[config.mk]
export PLATFORM = sky130hd
export DESIGN_NAME = mem_access_unit
export DESIGN_NICKNAME = d
export VERILOG_FILES = /design/src/rtl/mem_access_unit.sv
export SDC_FILE = /design/constraint.sdc
export NUM_CORES = 1
export LEC_CHECK = 0
export ABC_AREA = 1
export BUFFER_PORTS_ARGS = -buffer_cell sky130_fd_sc_hd__buf_2
export CORE_MARGIN = 4
export CORE_UTILIZATION = 50
export DETAILED_ROUTE_END_ITERATION = 16
export HOLD_SLACK_MARGIN = 0.15
export PLACE_DENSITY = 0.91
export SLEW_MARGIN = 30
export SYNTH_ARGS = -nofsm -noshare
export SYNTH_HDL_FRONTEND = slang
export SYNTH_SLANG_ARGS = --single-unit
[constraint.sdc]
create_clock -name clk -period 3 [get_ports clk]
set_input_delay 0.15 -clock clk [delete_from_list [all_inputs] [get_ports clk]]
set_output_delay 0.15 -clock clk [all_outputs]
set_load 0.01 [all_outputs]
[src/rtl/mem_access_unit.sv]
// Memory access unit: runs one fetch/load/store transaction on a req/ack bus,
// owns the instruction register, aligns/extends load data and flags misaligned
// accesses and bus timeouts.
module mem_access_unit #(
    parameter int unsigned XLEN        = 32,
    parameter int unsigned ACK_TIMEOUT = 255
) (
    input  logic            clk,
    input  logic            rst,
    input  logic [XLEN-1:0] addr,
    input  logic [XLEN-1:0] wdata,
    input  logic            op_start,
    input  logic [1:0]      op_kind,
    input  logic [1:0]      size,
    input  logic            sign_ext,
    output logic            busy,
    output logic            done,
    output logic            misalign,
    output logic            bus_err,
    output logic [XLEN-1:0] ir,
    output logic [XLEN-1:0] load_data,
    output logic            mem_req,
    output logic            mem_we,
    output logic [XLEN-1:0] mem_addr,
    output logic [3:0]      mem_be,
    output logic [XLEN-1:0] mem_wdata,
    input  logic            mem_ack,
    input  logic [XLEN-1:0] mem_rdata
);

    localparam logic [1:0] StIdle = 2'd0;
    localparam logic [1:0] StBus  = 2'd1;
    localparam logic [1:0] StResp = 2'd2;

    localparam logic [1:0] KindFetch = 2'b00;
    localparam logic [1:0] KindLoad  = 2'b01;
    localparam logic [1:0] KindStore = 2'b10;
    localparam logic [1:0] KindRsvd  = 2'b11;

    localparam logic [1:0] SizeByte = 2'b00;
    localparam logic [1:0] SizeHalf = 2'b01;
    localparam logic [1:0] SizeWord = 2'b10;

    // Counter just wide enough to reach the timeout limit
    localparam int unsigned TW = (ACK_TIMEOUT > 1) ? $clog2(ACK_TIMEOUT + 1) : 1;
    localparam logic [TW-1:0]   TmoLimit = TW'(ACK_TIMEOUT);
    localparam logic [XLEN-1:0] IrNop    = XLEN'(32'h0000_0013);

    logic [1:0]      state_q, state_d;
    logic [XLEN-1:0] addr_q, addr_d;
    logic [XLEN-1:0] wdata_q, wdata_d;
    logic [1:0]      kind_q, kind_d;
    logic [1:0]      size_q, size_d;
    logic            sext_q, sext_d;
    logic            misalign_q, misalign_d;
    logic            bus_err_q, bus_err_d;
    logic [XLEN-1:0] ir_q, ir_d;
    logic [XLEN-1:0] load_data_q, load_data_d;
    logic [TW-1:0]   tmo_q, tmo_d;

    logic [TW-1:0]   tmo_inc;
    logic            start_misalign;
    logic [XLEN-1:0] rdata_shifted;
    logic [XLEN-1:0] load_ext;

    assign tmo_inc       = tmo_q + TW'(1);
    assign rdata_shifted = mem_rdata >> {addr_q[1:0], 3'b000};

    // Classify a start request as misaligned/illegal (no bus cycle issued)
    always_comb begin
        start_misalign = 1'b0;
        if (op_kind == KindFetch) begin
            start_misalign = (addr[1:0] != 2'b00);
        end else begin
            case (size)
                SizeByte: start_misalign = 1'b0;
                SizeHalf: start_misalign = addr[0];
                SizeWord: start_misalign = (addr[1:0] != 2'b00);
                default:  start_misalign = 1'b1;
            endcase
        end
    end

    // Pick the addressed lanes out of the read word and extend them
    always_comb begin
        case (size_q)
            SizeByte: load_ext = {{(XLEN-8){sext_q & rdata_shifted[7]}}, rdata_shifted[7:0]};
            SizeHalf: load_ext = {{(XLEN-16){sext_q & rdata_shifted[15]}}, rdata_shifted[15:0]};
            default:  load_ext = rdata_shifted;
        endcase
    end

    // Next-state logic for the transaction FSM and its datapath registers
    always_comb begin
        state_d     = state_q;
        addr_d      = addr_q;
        wdata_d     = wdata_q;
        kind_d      = kind_q;
        size_d      = size_q;
        sext_d      = sext_q;
        misalign_d  = misalign_q;
        bus_err_d   = bus_err_q;
        ir_d        = ir_q;
        load_data_d = load_data_q;
        tmo_d       = tmo_q;
        case (state_q)
            StIdle: begin
                if (op_start && (op_kind != KindRsvd)) begin
                    addr_d     = addr;
                    wdata_d    = wdata;
                    kind_d     = op_kind;
                    size_d     = size;
                    sext_d     = sign_ext;
                    tmo_d      = '0;
                    bus_err_d  = 1'b0;
                    misalign_d = start_misalign;
                    state_d    = start_misalign ? StResp : StBus;
                end
            end
            StBus: begin
                // An ack always wins over a timeout landing in the same cycle
                if (mem_ack) begin
                    if (kind_q == KindFetch) begin
                        ir_d = mem_rdata;
                    end else if (kind_q == KindLoad) begin
                        load_data_d = load_ext;
                    end
                    state_d = StResp;
                end else if ((ACK_TIMEOUT != 0) && (tmo_inc == TmoLimit)) begin
                    tmo_d     = tmo_inc;
                    bus_err_d = 1'b1;
                    state_d   = StResp;
                end else begin
                    tmo_d = tmo_inc;
                end
            end
            StResp: begin
                state_d = StIdle;
            end
            default: begin
                state_d = StIdle;
            end
        endcase
    end

    // State registers with synchronous active-low reset
    always_ff @(posedge clk) begin
        if (!rst) begin
            state_q     <= StIdle;
            addr_q      <= '0;
            wdata_q     <= '0;
            kind_q      <= KindFetch;
            size_q      <= SizeByte;
            sext_q      <= 1'b0;
            misalign_q  <= 1'b0;
            bus_err_q   <= 1'b0;
            ir_q        <= IrNop;
            load_data_q <= '0;
            tmo_q       <= '0;
        end else begin
            state_q     <= state_d;
            addr_q      <= addr_d;
            wdata_q     <= wdata_d;
            kind_q      <= kind_d;
            size_q      <= size_d;
            sext_q      <= sext_d;
            misalign_q  <= misalign_d;
            bus_err_q   <= bus_err_d;
            ir_q        <= ir_d;
            load_data_q <= load_data_d;
            tmo_q       <= tmo_d;
        end
    end

    // Byte enables: naturally sized lane group at the byte offset
    always_comb begin
        mem_be = 4'b0000;
        if (state_q == StBus) begin
            if (kind_q == KindFetch) begin
                mem_be = 4'b1111;
            end else begin
                case (size_q)
                    SizeByte: mem_be = 4'b0001 << addr_q[1:0];
                    SizeHalf: mem_be = 4'b0011 << addr_q[1:0];
                    default:  mem_be = 4'b1111;
                endcase
            end
        end
    end

    // Store data replicated across lanes so the slave can take any enabled lane
    always_comb begin
        mem_wdata = '0;
        if ((state_q == StBus) && (kind_q == KindStore)) begin
            case (size_q)
                SizeByte: mem_wdata = {(XLEN/8){wdata_q[7:0]}};
                SizeHalf: mem_wdata = {(XLEN/16){wdata_q[15:0]}};
                default:  mem_wdata = wdata_q;
            endcase
        end
    end

    // Status and bus control outputs decoded from state
    always_comb begin
        busy      = (state_q == StBus);
        done      = (state_q == StResp);
        misalign  = (state_q == StResp) && misalign_q;
        bus_err   = (state_q == StResp) && bus_err_q;
        mem_req   = (state_q == StBus);
        mem_we    = (state_q == StBus) && (kind_q == KindStore);
        mem_addr  = (state_q == StBus) ? {addr_q[XLEN-1:2], 2'b00} : '0;
        ir        = ir_q;
        load_data = load_data_q;
    end

endmodule

==> results of run 1 <==
[registers in the layout (all words and copies together) (netlist names)]
signal,flops
addr_q,32
ir,32
load_data,32
wdata_q,32
tmo_q,8
kind_q,2
size_q,2
state_q,2
bus_err_q,1
misalign_q,1
sext_q,1
[cell type report]
cell class / instances / share of cell area [%]
well taps: 176 / 2.334
repair buffers: 349 / 24.17
multi-input cells: 656 / 31.90
flip-flops and latches: 145 / 30.76
inverters: 123 / 4.985
clock buffers: 26 / 5.290
clock inverters: 5 / 0.5569
[through the flow]
step           cell area [um2]  power (mW)  worst slack, ps
2_1_floorplan             6705       2.572             1526
3_3_place_gp              7850       2.764            962.3
3_5_place_dp              7850       2.782            935.9
4_1_cts                   9433       4.857            715.2
5_1_grt                   9437       5.089            454.9
6_report                  9437       4.920            537.3
[routing by layer]
| layer | share of wire, % | wire (um) |
|---|---|---|
| met2 | 48 | 12010 |
| met5 | 0 | 0 |
| met1 | 36 | 8884 |
| met3 | 9.0 | 2239 |
| met4 | 6.6 | 1627 |
[what timing repair did]
item,4_1_cts,5_1_grt
hold endpoints to repair,109,0
endpoints found under the setup margin,0,0
hold buffers,103,0
[power breakdown]
group	leakage [nW]	switching [mW]	total, mW	internal [mW]
clock network	0.270	0.785	2.01	1.22
registers	1.18	0.0578	2.10	2.04
logic	3.18	0.509	0.816	0.307
total	4.63	1.35	4.92	3.57
[logic make-up (layout without fill, tap and decap cells)]
| kind of cell | count (synthesis) | count (layout) |
|---|---|---|
| other | 1 | 2 |
| adders and majority gates | 2 | 2 |
| AOI/OAI and AO/OA | 286 | 286 |
| buffers and inverters | 188 | 503 |
| DFF | 145 | 145 |
| and+or+nand+nor | 366 | 366 |
[synthesized netlist by cell type (7+ instances only)]
library cell	count	share of area, %
nand2_1	125	7.0
a21oi_1	110	8.2
a22oi_1	8	0.90
buf_2	17	1.3
dfxtp_1	145	43
inv_1	116	6.5
o21ai_0	135	10
clkbuf_1	35	2.0
buf_4	7	0.78
o21ai_1	20	1.5
nor2_1	206	12
nand3_1	19	1.4
o211ai_1	9	1.0
[worst min-delay path, cell delays in order]
cell     delay, ps
buf_2          320
o21ai_0        160
a21oi_1         50
[path summary, 6_finish.rpt]
kind	start	end	slack [ps]	depth (start not counted)
setup / recovery	state_q[0]	mem_wdata[11]	540	5
hold / removal	rst	addr_q[16]	320	3
setup reg to reg	state_q[1]	ir[12]	750	7
hold reg to reg	addr_q[22]	addr_q[22]	460	2
==> run_results.csv, run 1 <==
group,metric,value,unit
outcome,status,"finished, final reports clean",
worst_setup_path,critical-path-top-delay-family,"simple AND/OR/NAND/NOR gates",
synthesis,synth_xor_area_share,0,%
sta,rsz0062_at_grt,"false",
synthesis,ys_seq_area_share,43.32,%
floorplanning,start_util,50.81,%
sta,hold_viol_final,0,
cts,htreeDepth,4,
placed_design,dp_hpwl,14.32,mm
cts,cts_tree,"built",
grt,antenna_found_initial,0,
synthesis,yosys.area_share.adder,0.3734,%
floorplanning,core_area,13190,um2
cts,clockBufferDepth,2,
sta,finalClockSkew,7.260,ps
grt,use_met2,53.50,%
floorplanning,io_pins,243,
synthesis,synth_top_family_by_area,"simple AND/OR/NAND/NOR gates",
cts,cts_setup_buffers,0,
synthesis,ys_ff_latch,145,
worst_setup_path,cp_slowest_stage_delay,470,ps
final_layout,drive_above_1_share,22.09,%
route,ant_nets,0,
route,dr_total_vias,8208,
final_layout,multi_input_area,3010,um2
power_and_ir_drop,peakVddDrop,0.4044,mV
placed_design,dpl.cell_count,1346,
final_layout,final_core_util,71.54,%
synthesis,yosys-mux-area-fraction,0,%
worst_setup_path,crit_path_top_delay_cell,"nor3_4",
worst_setup_path,cp_cell_sequence,"nand2_4, nor3_4, nand2_1, a21oi_1, buf_2",
sta,post-route-min-period,2463,ps
final_layout,final.fill_count,887,
sta,max_freq,406.1,MHz
worst_setup_path,critPathMaxFanout,37,
route,via_per_inst,5.546,
grt,grt-ovfl-total,0,
min_path,hold_class,"in -> reg",
power_and_ir_drop,p_per_area,521.4,nW/um2
floorplanning,design.die.area,15320,um2
worst_setup_path,crit_buf_inv,1,
synthesis,synth_simple_gate_area_share,22.20,%
sta,tightest_slew,991.4,ps
cts,clock_latency,420,ps
cts,cts_made_buffers,17,
synthesis,ys_warn_count,0,
final_layout,register_area,2903,um2
final_layout,num_antenna_cells,0,
worst_setup_path,cp.arrival,2310,ps
synthesis,synth_cell_type_count,37,
sta,setup_viol,0,
worst_setup_path,worst-setup-path-type,"reg -> out",
grt,grt_pass1_vias,7983,
synthesis,syn-instance-count,988,
floorplanning,rows,42,
sta,slew_violations,0,
synthesis,synth-main-ff-cell,"dfxtp_1",
floorplanning,die_y,123.8,um
run,drv_cap,0,
sta,relSlewSlack,33.66,%
cts,clk_pin_slew,60,ps
route,firstDrtPassIters,7,
grt,grt.busiest_layer,"met2",
route,dr.first_iter.drc_count,993,
sta,finalCritPeriodShare,82.09,%
power_and_ir_drop,leakage,4.633,nW
sta,fin_tns_setup,0,ps
floorplanning,die_w,123.8,um
final_layout,most-common-layout-cells,"240 x buf_2, 206 x nor2_1, 145 x dfxtp_1, 135 x o21ai_0, 125 x nand2_1",
route,drc_errors,0,
route,wirelength,24.76,mm
synthesis,synth_compound_area_share,22.12,%
final_layout,nNetsFinal,1399,
route,routedWlPerCell,16.73,um
cts,numClockSinks,145,
synthesis,ys_async_sr_fraction,0,%
placed_design,portBuffers,240,
worst_setup_path,cp-start-kind,"register",
grt,grt_max_degree,123,
cts,cts-resized-gates,0,
synthesis,syn_area_per_cell,6.783,um2
final_layout,area_growth,40.81,%
final_layout,layout.cells.non_filler,1480,
grt,grt_pass1_wl,38.94,mm
cts,clock-root-buffer,"clkbuf_16",
synthesis,synth-edff-count,0,
final_layout,final_common_cell,"buf_2",
synthesis,syn_area,6701,um2
worst_setup_path,cp-end-kind,"output pin",
grt,grt_use_total,32.14,%
grt,grt.met3_usage,7.675,%
placed_design,globalplace.congestion,0.8835,
sta,hold_ws,315.0,ps
worst_setup_path,cp.required,2850,ps
grt,use_met1,36.95,%
No activity file was read; power rests on OpenSTA's default activity.
==> run 2: changes to the inputs <==
--- a/config.mk
+++ b/config.mk
@@ -5,13 +5,13 @@
 export SDC_FILE = /design/constraint.sdc
 export NUM_CORES = 1
 export LEC_CHECK = 0
-export ABC_AREA = 1
+export ABC_AREA = 0
 export BUFFER_PORTS_ARGS = -buffer_cell sky130_fd_sc_hd__buf_2
 export CORE_MARGIN = 4
 export CORE_UTILIZATION = 50
 export DETAILED_ROUTE_END_ITERATION = 16
 export HOLD_SLACK_MARGIN = 0.15
-export PLACE_DENSITY = 0.91
+export PLACE_DENSITY = 0.9
 export SLEW_MARGIN = 30
 export SYNTH_ARGS = -nofsm -noshare
 export SYNTH_HDL_FRONTEND = slang
==> constraint.sdc (replaced) <==
create_clock -name clk -period 2.4 [get_ports clk]
set_input_delay 0.12 -clock clk [delete_from_list [all_inputs] [get_ports clk]]
set_output_delay 0.12 -clock clk [all_outputs]
set_load 0.01 [all_outputs]
==> run 2 against run 1 <==
- via count decreased by 5.4%
- die area grew 2.2%
- register-to-register slack got worse by 400 ps
- critical path depth unchanged
- largest cell class unchanged
- critical endpoint is now mem_wdata[14]
==> run_results.csv, run 2 <==
group,metric,value,unit
cts,clk_pin_slew,50,ps
worst_setup_path,cp-end-kind,"output pin",
route,wirelength,25.28,mm
floorplanning,design.die.area,15660,um2
sta,relSlewSlack,56.71,%
sta,rsz0062_at_grt,"false",
route,dr.first_iter.drc_count,862,
synthesis,ys_seq_area_share,42.31,%
worst_setup_path,critPathMaxFanout,16,
cts,htreeDepth,4,
placed_design,pre_cts_ws,356.5,ps
sta,finalCritPeriodShare,92.47,%
route,dr_total_vias,7763,
route,drc_errors,0,
worst_setup_path,cp-start-kind,"register",
floorplanning,io_pins,243,
synthesis,synth-edff-count,0,
min_path,hold_class,"in -> reg",
grt,grt_pass1_vias,7619,
route,routedWlPerCell,18.33,um
min_path,hp-start,"rst",
synthesis,ys_warn_count,0,
final_layout,register_area,2903,um2
sta,setup_viol,0,
worst_setup_path,worst-setup-path-type,"reg -> out",
cts,cts_tree,"built",
min_path,whs_endpoint,"ir[0]",
min_path,hold_depth,2,
synthesis,synth-main-ff-cell,"dfxtp_1",
final_layout,area_growth,41.53,%
cts,numClockSinks,145,
final_layout,final.fill_count,937,
outcome,status,"finished, final reports clean",
cts,cts_made_buffers,17,
synthesis,netlist_top_cells_area,"dfxtp_1 42%, nand2_1 14%, a21boi_0 11%, mux2i_1 4.7%, a21oi_1 3.7%",
floorplanning,start_util,51.40,%
final_layout,multi_input_area,3654,um2
grt,grt_pass1_wl,39.88,mm
synthesis,ys_ff_latch,145,
floorplanning,die_w,125.1,um
route,ant_nets,0,
synthesis,synth.most_common_cell,"nand2_1",
floorplanning,core_area,13350,um2
sta,post-route-min-period,2219,ps
sta,tightest_slew,647.6,ps
sta,setup_slack,180.7,ps
power_and_ir_drop,peakVddDrop,0.5479,mV
run,drv_cap,0,
synthesis,synth_cell_type_count,44,
route,firstDrtPassIters,6,
synthesis,syn-instance-count,880,
grt,grt_max_degree,72,
grt,grt_use_total,31.19,%
sta,fin_tns_setup,0,ps
cts,clock-root-buffer,"clkbuf_16",
floorplanning,rows,42,
cts,clock_latency,410,ps
worst_setup_path,timing.rr.end,"state_q[1]",
worst_setup_path,cp.arrival,2100,ps
final_layout,drive_above_1_share,25.02,%
cts,clockBufferDepth,2,
grt,grt-ovfl-total,0,
synthesis,netlist_top_cells_count,"256 x nand2_1, 145 x dfxtp_1, 105 x a21boi_0, 51 x a21oi_1",
sta,slew_violations,0,
placed_design,globalplace.congestion,0.8593,
worst_setup_path,timing.rr.start,"tmo_q[0]",
route,via_per_inst,5.629,
cts,cts_setup_buffers,0,
final_layout,final_common_cell,"nand2_1",
floorplanning,die_y,125.1,um
worst_setup_path,cp.required,2280,ps
sta,hold_viol_final,0,
power_and_ir_drop,power,5.779,mW
synthesis,yosys.area.top_type_share,42.31,%
sta,finalClockSkew,6.712,ps
synthesis,syn_area,6860,um2
synthesis,synth_top_cell_by_area,"dfxtp_1",
final_layout,num_antenna_cells,0,
synthesis,syn_area_per_cell,7.796,um2
grt,antenna_found_initial,0,
sta,max_freq,450.6,MHz
synthesis,ys_async_sr_fraction,0,%
final_layout,most-common-layout-cells,"256 x nand2_1, 239 x buf_2, 145 x dfxtp_1, 105 x a21boi_0, 102 x dlygate4sd3_1",
final_layout,nNetsFinal,1300,
power_and_ir_drop,p_per_area,595.2,nW/um2
placed_design,dp_hpwl,14.97,mm
power_and_ir_drop,leakage,4.223,nW
placed_design,portBuffers,240,
worst_setup_path,worstRegToRegCells,6,
worst_setup_path,regToRegSetupSlack,350,ps
==> run 2: metrics by stage <==
step	util (%)	hold slack (ps)	instance area, um2	std cells
after floorplan	-	244.2	6864	881
after global placement	61.17	356.3	8165	1248
after detailed placement	61.17	363.0	8165	1248
after CTS	72.74	163.1	9709	1379
after global routing	72.74	197.6	9709	1379
final	72.74	198.0	9709	1379
==> run 2: worst max path at each step <==
stage / cells past startpoint / startpoint / slack [ps] / end
floorplan: 6 / tmo_q[0] / 550 / state_q[0]
global placement: 6 / tmo_q[0] / 450 / state_q[0]
detailed placement: 6 / tmo_q[0] / 360 / state_q[1]
CTS: 7 / state_q[1] / 220 / mem_wdata[20]
global route: 5 / size_q[0] / 60 / mem_wdata[14]
finish: 5 / size_q[0] / 180 / mem_wdata[14]
==> run 2: final cells by class <==
cell class / count / area share [%]
multi-input combinational: 662 / 37.63
sequential: 145 / 29.90
timing repair buffer: 363 / 24.66
clock buffer: 24 / 5.064
tap: 176 / 2.268
clock inverter: 5 / 0.3222
inverter: 4 / 0.1546
==> run 2: per-layer routing <==
metal | vias to the layer above | GRT usage (%) | wire length [um]
li1 | 3549 | - | -
met1 | 3538 | 37.00 | 9451
met2 | 564 | 53.56 | 12190
met3 | 112 | 8.230 | 2497
met4 | 0 | 13.01 | 1139
met5 | - | 0 | 0
==> run 2: critical path, cell delays in order (launching register included) <==
cell and delay, ps:
dfxtp_1 560, buf_4 260, or2_2 350, nand2_1 160
a21oi_1 190, buf_2 160
==> run 2: repair_timing <==
| item | 4_1_cts | 5_1_grt |
|---|---|---|
| hold buffers | 102 | 0 |
| endpoints found under the hold margin | 110 | 0 |
| gates resized for setup | 0 | 0 |
==> run 2: kinds of logic after synthesis <==
logic type | share of synthesized area [%]
simple gates | 25.75
flops | 42.31
buf+inv | 4.596
other cells | 0.05466
fa+ha+maj | 0.3647
mux | 4.997
compound gates | 21.92
==> run 2: where the power goes <==
group / leakage [nW] / switching, mW / internal, mW
clock network: 0.258 / 0.957 / 1.41
logic: 2.79 / 0.462 / 0.371
registers: 1.18 / 0.0757 / 2.50
total: 4.22 / 1.50 / 4.28
==> run 3: changes to the inputs <==
--- a/config.mk
+++ b/config.mk
@@ -9,6 +9,7 @@
 export BUFFER_PORTS_ARGS = -buffer_cell sky130_fd_sc_hd__buf_2
 export CORE_MARGIN = 4
 export CORE_UTILIZATION = 50
+export CTS_BUF_LIST = sky130_fd_sc_hd__clkbuf_16
 export DETAILED_ROUTE_END_ITERATION = 16
 export HOLD_SLACK_MARGIN = 0.15
 export PLACE_DENSITY = 0.9
==> run 3 against run 2 <==
- wire length grew 0.91%
- count of clock-buffer cells in the layout shrank 7
- die area unchanged
- via count shrank 0.64%
- global-route usage up 0.45 points
- sequential share of layout area increased by 0.12 points
- fmax is 3.6% lower
- first-iteration DRC count is 19% lower
- hold slack got worse by 14 ps
==> run_results.csv, run 3 (synthesized netlist as in run 2, its figures left out) <==
group,metric,value,unit
outcome,status,"finished, final reports clean",
placed_design,globalplace.congestion,0.8593,
cts,clockBufferDepth,2,
power_and_ir_drop,p_per_area,583.3,nW/um2
cts,clk_pin_slew,60,ps
route,dr.first_iter.drc_count,697,
worst_setup_path,worstRegToRegCells,6,
floorplanning,die_y,125.1,um
route,ant_nets,0,
floorplanning,die_w,125.1,um
worst_setup_path,regToRegSetupSlack,350,ps
cts,cts_made_buffers,17,
sta,post-route-min-period,2302,ps
floorplanning,io_pins,243,
final_layout,layout.cells.non_filler,1379,
power_and_ir_drop,peakVddDrop,0.5461,mV
final_layout,final_common_cell,"nand2_1",
placed_design,place_area,8165,um2
floorplanning,rows,42,
grt,grt_pass1_vias,7758,
cts,cts_tree,"built",
worst_setup_path,cp-startpoint,"state_q[1]",
sta,slew_violations,0,
cts,clock_latency,410,ps
final_layout,final_core_util,72.44,%
final_layout,final_area,9669,um2
route,wirelength,25.51,mm
sta,max_freq,434.4,MHz
placed_design,dp_hpwl,14.97,mm
cts,clock-root-buffer,"clkbuf_16",
cts,cts_setup_buffers,0,
route,via_per_inst,5.593,
worst_setup_path,critPathMaxFanout,25,
cts,htreeDepth,4,
worst_setup_path,endpoint,"mem_wdata[20]",
sta,tightest_slew,643.1,ps
final_layout,num_antenna_cells,0,
min_path,hp-start,"rst",
cts,numClockSinks,145,
final_layout,final.fill_count,933,
final_layout,most-common-layout-cells,"256 x nand2_1, 239 x buf_2, 145 x dfxtp_1, 105 x a21boi_0, 102 x dlygate4sd3_1",
grt,grt_max_degree,72,
sta,relSlewSlack,57.01,%
sta,fin_tns_setup,0,ps
run,drv_cap,0,
placed_design,dpl.cell_count,1248,
route,firstDrtPassIters,6,
min_path,hold_class,"in -> reg",
worst_setup_path,worst-setup-path-type,"reg -> out",
route,routedWlPerCell,18.50,um
min_path,hold_depth,2,
worst_setup_path,cp.arrival,2180,ps
placed_design,portBuffers,240,
worst_setup_path,cp-start-kind,"register",
sta,finalCritPeriodShare,95.91,%
grt,grt_pass1_wl,40.43,mm
final_layout,drive_above_1_share,24.69,%
final_layout,nNetsFinal,1300,
final_layout,area_growth,40.94,%
sta,finalClockSkew,8.448,ps
floorplanning,start_util,51.40,%
sta,rsz0062_at_grt,"false",
floorplanning,design.die.area,15660,um2
worst_setup_path,cp-end-kind,"output pin",
grt,grt-ovfl-total,0,
grt,grt_use_total,31.64,%
power_and_ir_drop,leakage,4.213,nW
sta,hold_viol_final,0,
worst_setup_path,timing.rr.end,"state_q[1]",
worst_setup_path,timing.rr.start,"tmo_q[0]",
cts,cts-resized-gates,0,
sta,setup_viol,0,
floorplanning,core_area,13350,um2
worst_setup_path,cp.required,2280,ps
grt,antenna_found_initial,0,
route,drc_errors,0,
route,dr_total_vias,7713,
run 3: changes by cell type in the layout (fill, tap and decap cells not counted):
cell	previous run	this run
clkbuf_1	3	0
inv_1	3	6
clkinv_1	0	4
clkbuf_8	4	0
run 3: repair_timing:
action | 4_1_cts | 5_1_grt
endpoints found under the hold margin | 110 | 0
hold buffers | 102 | 0
setup endpoints to repair | 0 | 0
run 3: how the worst min path moves through the flow:
stage and to:
4_1_cts ir[0], 3_5_place_dp ir[1], 2_1_floorplan ir[0], 6_report ir[0], 3_3_place_gp ir[1], 5_1_grt ir[0]
run 3: power by group:
| part | total [mW] | internal, mW | switching (mW) |
|---|---|---|---|
| clock | 2.23 | 1.27 | 0.958 |
| sequential | 2.58 | 2.50 | 0.0755 |
| combinational | 0.836 | 0.371 | 0.465 |
| total | 5.64 | 4.14 | 1.50 |
run 3: critical path, stage by stage, from the launching register on:
cell	delay, ps
dfxtp_1	370
nand2b_2	270
nor2_1	170
buf_4	210
nand2_1	70
buf_4	220
nor2_1	260
buf_2	200
run 3: final cells by class:
cell class	instances	area, um2	area share (%)
clock buffer	17	425.4	4.400
clock inverter	12	57.56	0.5952
inverter	4	15.01	0.1553
multi-input combinational	662	3654	37.78
sequential	145	2903	30.02
tap	176	220.2	2.277
timing repair buffer	363	2395	24.77
run 3: through the flow:
stage	total power [mW]	setup slack, ps	hold WS (ps)
detailed placement	3.274	356.5	363.0
floorplan	3.007	552.5	244.2
finish	5.640	98.23	184.4
global placement	3.254	451.2	356.3
global route	5.830	15.35	194.8
CTS	5.598	221.1	165.9
run 3: metal layers:
metal	global-route usage, %	wire [um]
met3	8.785	2451
met5	0	0
met4	13.14	1113
met2	54.89	12360
met1	36.81	9582
